### src/rtl/keypad_digit_entry.sv
// Debounced keypad digit capture into a 4-digit BCD MM:SS entry buffer.
// Optional: define LEADING_ZERO_SKIP_EN to discard a 0 entered as the first digit.
module keypad_digit_entry #(
    parameter int unsigned DEBOUNCE_CYCLES = 4,
    parameter int unsigned DB_WIDTH        = 8
) (
    input  logic        clk,
    input  logic        rst,
    input  logic        enablen,
    input  logic [3:0]  D,
    input  logic        all_off,
    input  logic        clear,
    output logic [15:0] time_bcd,
    output logic [2:0]  entry_count,
    output logic        entry_full,
    output logic        digit_valid,
    output logic [3:0]  digit_out,
    output logic        key_held
);

    typedef enum logic [1:0] {
        IDLE,
        PRESS_WAIT,
        PRESSED,
        REL_WAIT
    } state_t;

    localparam logic [DB_WIDTH-1:0] DB_LAST    = DB_WIDTH'(DEBOUNCE_CYCLES);
    localparam bit                  SINGLE_CYC = (DEBOUNCE_CYCLES == 1);

    state_t              state;
    logic [DB_WIDTH-1:0] cnt;
    logic [DB_WIDTH-1:0] cnt_inc;
    logic [3:0]          cand;
    logic                accept;
    logic                skip;
    logic                shift;

    assign cnt_inc = cnt + DB_WIDTH'(1);

    // The accepted digit always equals the live D: in PRESS_WAIT acceptance
    // requires D == cand, and the single-cycle case accepts straight from IDLE.
    always_comb begin
        accept = 1'b0;
        if (!enablen && !clear && !all_off) begin
            if (state == IDLE)
                accept = SINGLE_CYC;
            else if (state == PRESS_WAIT)
                accept = (D == cand) && (cnt_inc == DB_LAST);
        end
    end

`ifdef LEADING_ZERO_SKIP_EN
    assign skip = (D == 4'd0) && (entry_count == 3'd0);
`else
    assign skip = 1'b0;
`endif

    assign shift = accept && !entry_full && !skip;

    always_ff @(posedge clk or posedge rst) begin
        if (rst) begin
            state    <= IDLE;
            cnt      <= '0;
            cand     <= '0;
            key_held <= 1'b0;
        end else if (enablen) begin
            state    <= IDLE;
            cnt      <= '0;
            key_held <= 1'b0;
        end else if (clear) begin
            cnt <= '0;
            if (!all_off) begin
                state    <= PRESSED;
                key_held <= 1'b1;
            end else begin
                state    <= IDLE;
                key_held <= 1'b0;
            end
        end else begin
            case (state)
                IDLE: begin
                    if (!all_off) begin
                        cand <= D;
                        if (SINGLE_CYC) begin
                            state    <= PRESSED;
                            cnt      <= '0;
                            key_held <= 1'b1;
                        end else begin
                            state <= PRESS_WAIT;
                            cnt   <= DB_WIDTH'(1);
                        end
                    end
                end
                PRESS_WAIT: begin
                    if (all_off) begin
                        state <= IDLE;
                        cnt   <= '0;
                    end else if (D != cand) begin
                        cand <= D;
                        cnt  <= DB_WIDTH'(1);
                    end else if (cnt_inc == DB_LAST) begin
                        state    <= PRESSED;
                        cnt      <= '0;
                        key_held <= 1'b1;
                    end else begin
                        cnt <= cnt_inc;
                    end
                end
                PRESSED: begin
                    if (all_off) begin
                        if (SINGLE_CYC) begin
                            state    <= IDLE;
                            cnt      <= '0;
                            key_held <= 1'b0;
                        end else begin
                            state <= REL_WAIT;
                            cnt   <= DB_WIDTH'(1);
                        end
                    end
                end
                REL_WAIT: begin
                    if (!all_off) begin
                        state <= PRESSED;
                        cnt   <= '0;
                    end else if (cnt_inc == DB_LAST) begin
                        state    <= IDLE;
                        cnt      <= '0;
                        key_held <= 1'b0;
                    end else begin
                        cnt <= cnt_inc;
                    end
                end
                default: begin
                    state    <= IDLE;
                    cnt      <= '0;
                    key_held <= 1'b0;
                end
            endcase
        end
    end

    always_ff @(posedge clk or posedge rst) begin
        if (rst) begin
            time_bcd    <= '0;
            entry_count <= '0;
            entry_full  <= 1'b0;
            digit_valid <= 1'b0;
            digit_out   <= '0;
        end else begin
            digit_valid <= 1'b0;
            if (clear) begin
                time_bcd    <= '0;
                entry_count <= '0;
                entry_full  <= 1'b0;
            end else if (shift) begin
                time_bcd    <= {time_bcd[11:0], D};
                entry_count <= entry_count + 3'd1;
                entry_full  <= (entry_count == 3'd3);
                digit_out   <= D;
                digit_valid <= 1'b1;
            end
        end
    end

endmodule

### config.mk
export PLATFORM = sky130hd
export DESIGN_NAME = keypad_digit_entry
export DESIGN_NICKNAME = d
export VERILOG_FILES = /design/src/rtl/keypad_digit_entry.sv
export SDC_FILE = /design/constraint.sdc
export NUM_CORES = 1
export LEC_CHECK = 0
export CAP_MARGIN = 10
export CORE_MARGIN = 2
export CORE_UTILIZATION = 47
export DETAILED_ROUTE_END_ITERATION = 6
export PLACE_DENSITY = 0.75
export RECOVER_POWER = 50
export SLEW_MARGIN = 20
export SYNTH_ARGS = -nofsm -noshare
export SYNTH_HDL_FRONTEND = slang
export SYNTH_SLANG_ARGS = --single-unit
export TNS_END_PERCENT = 10
### constraint.sdc
create_clock -name clk -period 2.1 [get_ports clk]
set_input_delay 0.42 -clock clk [delete_from_list [all_inputs] [get_ports clk]]
set_output_delay 0.42 -clock clk [all_outputs]
set_load 0.01 [all_outputs]
==> impl_results.md <==
* Status: completed
* Asr flop ratio synth at 1.00
* Critical path endpoint category: register
* Slew Limit Fails at 0
* Syn Inst Count at 191
* Fillcell total at 333
* Number of global-route vias before repair at 1601
* Die Area at 0.00474 mm2
* Worst-Skew Late Latency at 0.30 ns
* Hold Crit Class: register to register
* Core area at 0.00403 mm2
* Post-Syn Nets at 203
* Fin cells at 301
* Area leader, netlist: dfrtp_1
* Worst slew pin tran at 0.973 ns
* DRT Wirelength at 4230 um
* Type of the worst setup path: register to register
* # Post-CTS Setup Buffers at 0
* Total CTS buffers at 5
* Hold depth at 1
* Area growth, synth to finish at 34.8%
* HPWL after detailed placement at 3060 um
* CTS Buffer Depth at 2
* Tmin final at 2.09 ns
* Vias at 1630
* R2R Path Start: cnt[0]
* DRT iter0 DRCs at 220
* Placed Instance Area at 0.00254 mm2
* Final antenna-violating net count at 0
* Post-synth EDFFs at 0
* Final instance area at 0.00266 mm2
* Initial antenna violation count at 0
* Pwr dens at 605 mW/mm2
* Worst hold start: digit_out[1]
* Final Setup Violations at 0
* H-tree depth at 2
* FMAX at 0.478 GHz
* Clk slew on worst S/H paths at 0.08 ns
* CTS tree: yes
* DIE WIDTH at 68.8 um
* Count of cell types in the netlist at 42
* Total inserted antenna cells at 0
* First-pass GRT wire length at 7130 um
* Synth warn at 0
* DR vias/cell at 5.42
* Final worst-path cycle share at 0.996
* IO Pins at 35
* Most instantiated library cell after synthesis: dfrtp_1
* Reg-to-Reg End: digit_out[1]
* Top cells by count, synth: dfrtp_1 (40), nand2_1 (20), o21ai_1 (17), nand2b_1 (16)
* Synthesized area at 0.00198 mm2
* Worst EP arrival at 2.28 ns
* Largest net degree at the start of global routing at 41
* Initial core utilization at 0.490
* Ranking of synthesized cells by area: dfrtp_1 (51%), nand2b_1 (5.1%), o21ai_1 (4.3%)
* DRC at 0
* Rows at 23
* Required time worst endpoint at 2.29 ns
* Peak VDD IR at 0.397 mV
* RSZ-0062 raised after global routing: yes
* Fin. Hold Viols at 0
* Main flop type after synthesis: dfrtp_1
* Clock sinks at 40
* Worst slew margin at 0.351
* Placed Cells at 293
* Skew final at 0.00603 ns
* Wirelength per Cell at 14.1 um
* CP startpoint kind: register
* Reg2reg setup slack at 0.007 ns
* Syn Area/Cell at 10.3 um2
* Top-area cell type share of the netlist area at 0.507
* Hold EP: digit_out[1]
* Max-Cap Viols at 0
* Worst-case reg-to-reg path depth at 5
* CTS Hold Buffers Added at 0
* DR pass1 iterations at 4
* #FFs+latches synth at 40
* Clock tree root buffer cell: clkbuf_8
* Grt ovf at 0
* Final total power at 1610 uW
* Routability cong. at 0.844
* Nets at 262
* Pleak at 0.00117 uW
* All-Layer GR Usage at 0.205
* Die H at 68.8 um
* Critical Path Fanout Max at 5
* Sequential element share of the synthesized area at 0.507
* Port buffer count at 34
* Share of cells above drive strength 1 at 0.179
## per-stage QoR
stage | hold WS, ns | worst slack, ns | utilization | TNS (ns)
2_1_floorplan | 0.486 | 0.0146 | - | 0
3_3_place_gp | 0.476 | -0.302 | 0.632 | -5.74
3_5_place_dp | 0.478 | -0.314 | 0.632 | -6.40
4_1_cts | 0.496 | 0.00170 | 0.659 | 0
5_1_grt | 0.543 | -0.0803 | 0.661 | -0.318
6_report | 0.509 | 0.00741 | 0.661 | 0
## critical path, cell delays in order, from the launching register on
cell and delay [ns]:
dfrtp_1 0.44, and3_4 0.21, a211o_1 0.33, a2111oi_4 0.45
buf_4 0.21, mux2_1 0.33
## cell families (layout without fill, tap and decap cells)
logic type / count (synthesis) / in the layout / share of synthesized area
DFF: 40 / 40 / 0.507
and+or+nand+nor: 66 / 66 / 0.173
muxes: 11 / 11 / 0.0621
AOI/OAI and AO/OA: 46 / 46 / 0.164
xor gates and xnor gates: 8 / 8 / 0.0355
buffers and inverters: 17 / 77 / 0.0399
adders and majority gates: 3 / 3 / 0.0190
## layout make-up
class,instances,area (um2),area share
Clock inverter,3,42.5,0.0160
Clock buffer,5,68.8,0.0258
Tap cell,50,62.6,0.0235
Sequential cell,40,1000,0.376
Multi-Input combinational cell,134,915,0.344
Inverter,7,26.3,0.00987
Timing Repair Buffer,62,547,0.205
## report_power, final
part,internal (uW),switching (uW),total (uW)
registers,793,16.6,809
logic,83.7,82.9,167
clock network,352,284,635
total,1230,383,1610
## metal layers
layer | GRT usage | up-vias | wire length [um]
met3 | 0.0584 | 7 | 203
met5 | 0 | - | 0
met2 | 0.340 | 40 | 2070
met4 | 0.0784 | 0 | 64
met1 | 0.253 | 785 | 1890
li1 | - | 798 | -
## placed cells by master (no fill, tap or decap), drive strengths merged, types with 5 or more instances in the layout
master / n
dlygate4sd3: 5
dfrtp: 40
nand3: 8
clkbuf: 7
nor2: 8
xnor2: 8
buf: 26
clkdlybuf4s50: 28
mux2: 10
nand2b: 16
o21ai: 21
nand2: 20
a22o: 7
inv: 6
## worst max-delay path by stage
stage / from / to / slack, ns / cells past startpoint
global route: cnt[3] / digit_out[1] / -0.08 / 5
CTS: cnt[0] / digit_out[2] / 0.002 / 5
floorplan: cnt[0] / digit_out[0] / 0.01 / 6
finish: cnt[0] / digit_out[1] / 0.007 / 5
global placement: all_off / digit_out[1] / -0.30 / 6
detailed placement: all_off / digit_out[2] / -0.31 / 6
## state kept, by name (all words and copies together), names as in the netlist
| register | count |
|---|---|
| state | 2 |
| digit_out | 4 |
| cand | 4 |
| entry_full | 1 |
| key_held | 1 |
| time_bcd | 16 |
| cnt | 8 |
| entry_count | 3 |
| digit_valid | 1 |
## what timing repair did
action | in CTS | in global routing
endpoints found under the setup margin | 2 | 16
pin swaps | 0 | 1
endpoints found under the hold margin | 0 | 0
resized for setup | 1 | 3
(Power assumes the default switching activity.)
